--- src/rtl/xnor_bit_streamer_pkg.sv ---
// Shared constants for the XNOR bit streamer: FSM encoding, default sizes, counter width.
package xnor_bit_streamer_pkg;
    localparam logic [2:0] S_IDLE  = 3'd0;
    localparam logic [2:0] S_CLR   = 3'd1;
    localparam logic [2:0] S_FETCH = 3'd2;
    localparam logic [2:0] S_SHIFT = 3'd3;
    localparam logic [2:0] S_DONE  = 3'd4;

    localparam int DEF_WORD_W = 16;
    localparam int DEF_N_BITS = 784;
    localparam int CNT_W      = 11;
endpackage

--- src/rtl/xnor_bit_streamer_if.sv ---
// Word-fetch handshake between a word source (master) and the bit streamer (slave).
interface xnor_bit_streamer_if
    import xnor_bit_streamer_pkg::*;
#(
    parameter int WORD_W = DEF_WORD_W
);
    logic              word_req;
    logic              word_vld;
    logic [WORD_W-1:0] x_word;
    logic [WORD_W-1:0] w_word;

    modport master (input word_req, output word_vld, output x_word, output w_word);
    modport slave  (output word_req, input word_vld, input x_word, input w_word);
endinterface

--- src/rtl/xnor_bit_streamer_word_buf.sv ---
// One-entry x/w word buffer with valid flag, used to prefetch the next word while shifting.
module xnor_word_buf
    import xnor_bit_streamer_pkg::*;
#(
    parameter int WORD_W = DEF_WORD_W
) (
    input  logic              clk,
    input  logic              rst,
    input  logic              load,
    input  logic              take,
    input  logic [WORD_W-1:0] x_in,
    input  logic [WORD_W-1:0] w_in,
    output logic [WORD_W-1:0] x_out,
    output logic [WORD_W-1:0] w_out,
    output logic              vld
);
    always_ff @(posedge clk) begin
        if (rst) begin
            vld   <= 1'b0;
            x_out <= '0;
            w_out <= '0;
        end else if (load) begin
            vld   <= 1'b1;
            x_out <= x_in;
            w_out <= w_in;
        end else if (take) begin
            vld   <= 1'b0;
        end
    end
endmodule

--- src/rtl/xnor_bit_streamer.sv ---
// Streams XNOR(x,w) bits of one neuron to a downstream ones counter, one bit per cycle.
// Optional feature macro XNOR_PREFETCH_EN: prefetch buffer for bubble-free word changes.
module xnor_bit_streamer
    import xnor_bit_streamer_pkg::*;
#(
    parameter int WORD_W = DEF_WORD_W,
    parameter int N_BITS = DEF_N_BITS
) (
    input  logic clk,
    input  logic rst,
    input  logic start,
    output logic busy,
    output logic done,
    output logic a,
    output logic ld,
    output logic cnt_clr,
    xnor_bit_streamer_if.slave wb
);
    localparam int BW = (WORD_W > 1) ? $clog2(WORD_W) : 1;
    localparam logic [CNT_W-1:0] LAST_BIT = CNT_W'(N_BITS - 1);
    localparam logic [BW-1:0]    LAST_POS = BW'(WORD_W - 1);

    logic [2:0]        state, state_nxt;
    logic [WORD_W-1:0] xs, ws, xs_nxt, ws_nxt;
    logic [BW-1:0]     bit_cnt, bit_cnt_nxt;
    logic [CNT_W-1:0]  tot_cnt, tot_cnt_nxt;
    logic              xfer, word_last, bit_last;

    assign xfer      = wb.word_req & wb.word_vld;
    assign word_last = (bit_cnt == LAST_POS);
    assign bit_last  = (tot_cnt == LAST_BIT);

    assign busy    = (state != S_IDLE);
    assign done    = (state == S_DONE);
    assign cnt_clr = (state == S_CLR);
    assign ld      = (state == S_SHIFT);
    assign a       = ld & ~(xs[0] ^ ws[0]);

`ifdef XNOR_PREFETCH_EN
    logic              buf_load, buf_take, buf_vld, more_words;
    logic [WORD_W-1:0] buf_x, buf_w;
    logic [CNT_W:0]    word_end;

    // First bit index past the word currently in the shift registers.
    assign word_end   = {1'b0, tot_cnt} - {{(CNT_W + 1 - BW){1'b0}}, bit_cnt}
                        + (CNT_W + 1)'(WORD_W);
    assign more_words = (word_end < (CNT_W + 1)'(N_BITS));
    assign wb.word_req = (state == S_FETCH)
                       | ((state == S_SHIFT) & ~buf_vld & more_words);

    xnor_word_buf #(.WORD_W(WORD_W)) u_buf (
        .clk   (clk),
        .rst   (rst),
        .load  (buf_load),
        .take  (buf_take),
        .x_in  (wb.x_word),
        .w_in  (wb.w_word),
        .x_out (buf_x),
        .w_out (buf_w),
        .vld   (buf_vld)
    );
`else
    assign wb.word_req = (state == S_FETCH);
`endif

    always_comb begin
        state_nxt   = state;
        xs_nxt      = xs;
        ws_nxt      = ws;
        bit_cnt_nxt = bit_cnt;
        tot_cnt_nxt = tot_cnt;
`ifdef XNOR_PREFETCH_EN
        buf_load    = 1'b0;
        buf_take    = 1'b0;
`endif
        case (state)
            S_IDLE: if (start) state_nxt = S_CLR;
            S_CLR: begin
                state_nxt   = S_FETCH;
                bit_cnt_nxt = '0;
                tot_cnt_nxt = '0;
            end
            S_FETCH: if (xfer) begin
                xs_nxt      = wb.x_word;
                ws_nxt      = wb.w_word;
                bit_cnt_nxt = '0;
                state_nxt   = S_SHIFT;
            end
            S_SHIFT: begin
                xs_nxt      = xs >> 1;
                ws_nxt      = ws >> 1;
                bit_cnt_nxt = bit_cnt + 1'b1;
                tot_cnt_nxt = tot_cnt + 1'b1;
                // The neuron end wins over the word end; leftover upper bits are dropped.
                if (bit_last) begin
                    state_nxt = S_DONE;
                end else if (word_last) begin
                    bit_cnt_nxt = '0;
`ifdef XNOR_PREFETCH_EN
                    if (buf_vld) begin
                        xs_nxt   = buf_x;
                        ws_nxt   = buf_w;
                        buf_take = 1'b1;
                    end else if (xfer) begin
                        xs_nxt = wb.x_word;
                        ws_nxt = wb.w_word;
                    end else begin
                        state_nxt = S_FETCH;
                    end
`else
                    state_nxt = S_FETCH;
`endif
                end
`ifdef XNOR_PREFETCH_EN
                else if (xfer) begin
                    buf_load = 1'b1;
                end
`endif
            end
            S_DONE:  state_nxt = S_IDLE;
            default: state_nxt = S_IDLE;
        endcase
    end

    always_ff @(posedge clk) begin
        if (rst) begin
            state   <= S_IDLE;
            xs      <= '0;
            ws      <= '0;
            bit_cnt <= '0;
            tot_cnt <= '0;
        end else begin
            state   <= state_nxt;
            xs      <= xs_nxt;
            ws      <= ws_nxt;
            bit_cnt <= bit_cnt_nxt;
            tot_cnt <= tot_cnt_nxt;
        end
    end
endmodule

--- src/flat_wrapper.sv ---
// flat-port wrapper written by rule: the top's interface ports become plain ports
module xnor_bit_streamer_flat import xnor_bit_streamer_pkg::*;
#(
    parameter int WORD_W = DEF_WORD_W,
    parameter int N_BITS = DEF_N_BITS
)
  (clk, rst, start, busy, done, a, ld, cnt_clr, wb_word_req, wb_word_vld, wb_x_word, wb_w_word);
  xnor_bit_streamer_if #(.WORD_W(WORD_W)) wb_i ();
  input  logic clk;
  input  logic rst;
  input  logic start;
  output logic busy;
  output logic done;
  output logic a;
  output logic ld;
  output logic cnt_clr;
  output wire logic [$bits(wb_i.word_req)-1:0] wb_word_req;
  input wire logic [$bits(wb_i.word_vld)-1:0] wb_word_vld;
  input wire logic [$bits(wb_i.x_word)-1:0] wb_x_word;
  input wire logic [$bits(wb_i.w_word)-1:0] wb_w_word;
  assign wb_word_req = wb_i.word_req;
  assign wb_i.word_vld = wb_word_vld;
  assign wb_i.x_word = wb_x_word;
  assign wb_i.w_word = wb_w_word;
  xnor_bit_streamer #(.WORD_W(WORD_W), .N_BITS(N_BITS)) u_core (.clk(clk), .rst(rst), .start(start), .busy(busy), .done(done), .a(a), .ld(ld), .cnt_clr(cnt_clr), .wb(wb_i));
endmodule
--- config.mk ---
export PLATFORM = sky130hd
export DESIGN_NAME = xnor_bit_streamer_flat
export DESIGN_NICKNAME = d
export VERILOG_FILES = /design/src/rtl/xnor_bit_streamer_pkg.sv /design/src/rtl/xnor_bit_streamer_if.sv /design/src/rtl/xnor_bit_streamer_word_buf.sv /design/src/rtl/xnor_bit_streamer.sv /design/src/flat_wrapper.sv
export SDC_FILE = /design/constraint.sdc
export NUM_CORES = 1
export LEC_CHECK = 0
export ABC_AREA = 1
export CORE_AREA = 2 2 79 81
export CTS_CLUSTER_DIAMETER = 40
export CTS_CLUSTER_SIZE = 25
export DETAILED_ROUTE_END_ITERATION = 10
export DIE_AREA = 0 0 81 83
export PLACE_DENSITY = 0.7
export SLEW_MARGIN = 10
export SYNTH_ARGS = -nofsm -noshare
export SYNTH_HDL_FRONTEND = slang
export SYNTH_SLANG_ARGS = --single-unit
--- constraint.sdc ---
create_clock -name clk -period 1.3 [get_ports clk]
set_clock_uncertainty 0.2 [all_clocks]
set_input_delay 0.26 -clock clk [delete_from_list [all_inputs] [get_ports clk]]
set_output_delay 0.26 -clock clk [all_outputs]
set_load 0.1 [all_outputs]
# Yosys cells after proc, flatten, opt, wreduce, memory -nomap -nowiden
# Cells that the tools add are included.
[totals]
reg_bits = 50
out_inout_bits = 6
wordCells = 42
[classes]
n_addsub = 2
n_eq_ne = 9
n_mux = 14
bitwise_logic = 4
n_reduce_logical = 8
[ops]
columns = ["op", "n"]
rows = [
  ["$pmux W16 S2", 2],
  ["$mux W16", 2],
  ["$pmux W11 S2", 1],
  ["$mux W3", 4],
  ["$mux W4", 3],
  ["$pmux W3 S4", 1],
  ["$pmux W4 S3", 1],
  ["$add A11 B1 Y11 const B", 1],
  ["$eq A11 B10 Y1 const B", 1],
  ["$eq A3 B2 Y1 const B", 2],
  ["$reduce_bool A3 Y1", 2],
  ["$add A4 B1 Y4 const B", 1],
  ["$eq A4 B4 Y1 const B", 1],
  ["$ne A2 B2 Y1 const B", 2],
  ["$reduce_and A2 Y1", 2],
  ["$reduce_bool A2 Y1", 2],
  ["$eq A3 B1 Y1 const B", 1],
  ["$eq A3 B3 Y1 const B", 1],
  ["$logic_not A3 Y1", 1],
  ["$ne A3 B3 Y1 const B", 1],
  ["$reduce_and A3 Y1", 1],
  ["$and A1 B1 Y1", 2],
  ["$not A1 Y1", 1],
  ["$xor A1 B1 Y1", 1],
]

# Logic depth before layout (Yosys ltp)
[logic_depth]
word_depth = 4
depth_mapped = 9
ltp_nobuf = 8

# Worst setup path after synthesis
# OpenSTA, ideal clock, no wires.
[synth_timing]
path_kind = "reg-to-output"
start = "register u_core.state[2]"
end = "output done"
t_arrival_ps = 2411
required_time_ps = 840
slack_ps = -1571
stages_incl_launch_ff = 3
path_buffers = 0
path_cell_list = "dfxtp_1 inv_1 nor3_1"
[synth_via]
elab_chain_cells = 1
[synth_lines]
columns = ["item", "line", "text"]
rows = [
  ["start: declaration", "xnor_bit_streamer.sv:23", "logic [2:0] state, state_nxt;"],
  ["start signal: assignment", "xnor_bit_streamer.sv:133", "state <= state_nxt;"],
  ["$eq A3 B3 Y1", "xnor_bit_streamer.sv:34", "assign done = (state == S_DONE);"],
  ["end: declaration", "flat_wrapper.sv:13", "output logic done;"],
]
# Every way passes these cells.

# Final worst setup path
[layout_timing]
start = "register u_core.state[2]"
end = "output ld"
[layout_via]
elab_chain_cells = 1
[layout_lines]
columns = ["item", "line", "text"]
rows = [
  ["$eq A3 B2 Y1", "xnor_bit_streamer.sv:36", "assign ld = (state == S_SHIFT);"],
  ["end: declaration", "flat_wrapper.sv:15", "output logic ld;"],
]
# Every way passes these cells.

==> key figures <==
Outcome
  • Status: finished, violations left
  • Failing checks: setup timing

Power and ir drop
  • Pwr per Cell Area: between 1000 and 1500 nW/um2
  • Final Power: between 4 and 5 mW
  • Peak VDD IR: 0.748 mV
  • Leakage Power: 1.74 nW

Yosys
  • Post-Syn Area: around 2600 um2
  • Library cells used by synthesis: 31
  • Area contributors post-synth: dfxtp_1 (39%), nand2_1 (18%), nor2_1 (8.3%)
  • Top cells by count, synth: nand2_1 (124), nor2_1 (57), dfxtp_1 (50)
  • Synth warn: 0
  • Synth area leader: dfxtp_1
  • Top FF cell, synth: dfxtp_1
  • #FFs+latches synth: 50
  • Mapped Cells: between 300 and 400
  • EDFF count, synth: 0
  • Post-Syn Area per Cell: approximately 6.8 um2
  • Post-synth top area share: 38.9%
  • Syn nets: between 400 and 500
  • Post-synth ARST share: 0%
  • Seq/Total Area, Yosys: between 30% and 40%
  • Most common cell in the netlist: nand2_1

Setup path
  • CP max FO: 3
  • Crit. End Element: output pin
  • Arrival time at the worst endpoint: 1.32 ns
  • Critical Path Source Type: register
  • FF-to-FF path depth: 11
  • Worst path required time: between 0.8 and 0.9 ns
  • Worst setup path startpoint: u_core.state[2]
  • FF-to-FF Start: u_core.state[2]
  • FF-to-FF setup slack: -0.44 ns
  • FF-to-FF End: u_core.xs[14]
  • Crit Path Class: register to output pin

STA
  • Minimum clock period: between 1.5 and 2 ns
  • Worst Tran Pin Value: about 0.35 ns
  • Max Slew Vio Count: 0
  • RSZ-0062 raised after global routing: true
  • Fin Hold WS: between 0.2 and 0.3 ns
  • Slew headroom: between 70% and 80%
  • Hold Fails Final Rpt: 0
  • Final critical-path share of the clock period: 137%
  • Post-layout worst setup margin: -0.477 ns
  • Setup TNS: -18.22 ns
  • Final setup vio count: 56
  • Max Clk Rate: between 500 and 600 MHz

Worst hold path
  • Hold Crit Depth: 2
  • Hold EP: u_core.ws[15]
  • Hold Crit Start: u_core.ws[15]
  • Min-delay worst type: register to register

Floorplanning
  • Core ar.: slightly below 6000 um2
  • Io pins: 42
  • Initial Util: 44.2%
  • Die Wd: just over 80 um
  • Cell Rows: 28
  • Die area: approximately 6700 um2
  • Die height: 83 um

Drt
  • Post-route ant nets: 0
  • Final WL: between 6000 and 7000 um
  • Iter 0 DRT Violations: 142
  • DRT Pass-1 Iters: 4
  • Via density per instance: roughly 5.0
  • Wire per inst: between 10 and 15 um
  • Via count: 2673
  • DR DRC count: 0

Placed design
  • Placed cells: between 500 and 600
  • Worst slack at placement: -0.429 ns
  • Routability Congestion: around 0.85
  • Dpl cell area: 3390 um2
  • Hpwl dp: 4430 um
  • PortBufs: 41

Clock tree
  • Worst skew pair latency: slightly above 0.3 ns
  • Cts hold-fix bufs: 0
  • Reg clk slew, reported paths: 0.09 ns
  • CTS tree: done
  • Clk buf depth: 2
  • Clk root buf: clkbuf_8
  • Num CTS Buffers: 5
  • CTS Sinks: 50
  • H-tree depth: 2

Cells and area
  • Final Non-Filler Cells: between 500 and 600
  • Layout cells sized above 1: a little over a third
  • Total inserted antenna cells: 0
  • Nets: between 500 and 600
  • Final instance area: around 4000 um2
  • Area grow syn2layout: 56.4%
  • Util after Layout: 69.2%

Job
  • Maxcap violations: 0

Global route
  • Initial antenna violation count: 0
  • Grt ovf: 0
  • First-pass GRT wire length: around 11000 um
  • Total track usage: between 20 and 25%
  • Vias in the first global route: around 2500
  • Pin count of the biggest net entering global routing: 20
## cells by family after synthesis
group                    Yosys count  synth area share, %
AND/OR/NAND/NOR                  228                 38.3
XOR/XNOR                           1                0.341
adder cells (fa/ha/maj)            2                0.973
buffers and inverters             41                 9.44
AO/OA/AOI/OAI                     59                 12.1
flip-flops                        50                 38.9
## how the worst max path moves through the flow
| stage | endpoint | slack, ns |
|---|---|---|
| final | ld | -0.48 |
| after global routing | ld | -0.54 |
| after CTS | a | -0.47 |
| after detailed placement | u_core.xs[0] | -0.43 |
| after global placement | u_core.xs[14] | -0.38 |
| after floorplan | a | -0.49 |
## area by class of cell
type / count / area (um2)
fill: 444 / 1790
multi-input combinational: 290 / 1630
timing repair buffer: 93 / 1080
sequential: 50 / 1020
inverter: 23 / 113
tap: 75 / 93.8
clock buffer: 5 / 68.8
clock inverter: 3 / 25.0
## report_power, final
group	internal, mW	leakage, nW	switching [mW]
combinational	0.866	1.28	0.983
clock	0.389	0.0447	0.554
sequential	1.71	0.411	0.119
## timing repair
action	CTS	global route
gates resized for setup	27	79
buffers inserted	4	6
pin swaps	9	36
cloned	1	5
endpoints found under the setup margin	56	56
## cell usage in the layout (no fill, tap or decap), types with 3 or more instances in the layout
| cell | synthesis | routed |
|---|---|---|
| nand2_2 | 2 | 14 |
| nand2_4 | 1 | 5 |
| dfxtp_2 | 0 | 4 |
| nand4_1 | 4 | 4 |
| o21ai_2 | 0 | 13 |
| inv_2 | 3 | 5 |
| clkbuf_16 | 0 | 5 |
| inv_1 | 17 | 13 |
| a21oi_2 | 0 | 4 |
| nor2_4 | 1 | 16 |
| nor2_1 | 57 | 42 |
| dfxtp_4 | 0 | 3 |
| nand3_1 | 12 | 10 |
| buf_4 | 7 | 33 |
| o21ai_0 | 37 | 22 |
| nor2_2 | 21 | 21 |
| buf_6 | 7 | 5 |
| nand2_1 | 124 | 108 |
| clkbuf_8 | 0 | 5 |
| buf_12 | 0 | 12 |
| a21oi_1 | 16 | 12 |
| dfxtp_1 | 50 | 43 |
| clkdlybuf4s50_1 | 0 | 35 |
## worst max-delay path, cell delays in order, from the launching register on
cell and delay [ns]:
dfxtp_2 0.34, inv_2 0.07, nand2_4 0.06, nor2_4 0.14, buf_4 0.14, buf_6 0.10
buf_12 0.16
## registers in the layout, summed over array words and instances (netlist names)
name and flops:
u_core.tot_cnt 11, u_core.state 3, u_core.xs 16, u_core.ws 16
u_core.bit_cnt 4
## routing by layer
metal / track usage, % / part of all wire [%] / vias to the layer above / wire length [um]
li1: - / - / 1371 / -
met1: 28.7 / 48 / 1236 / 3350
met2: 31.5 / 47 / 53 / 3270
met3: 4.46 / 3.3 / 13 / 228
met4: 6.47 / 1.9 / 0 / 136
met5: 0 / 0 / - / 0
(Power assumes the default switching activity.)
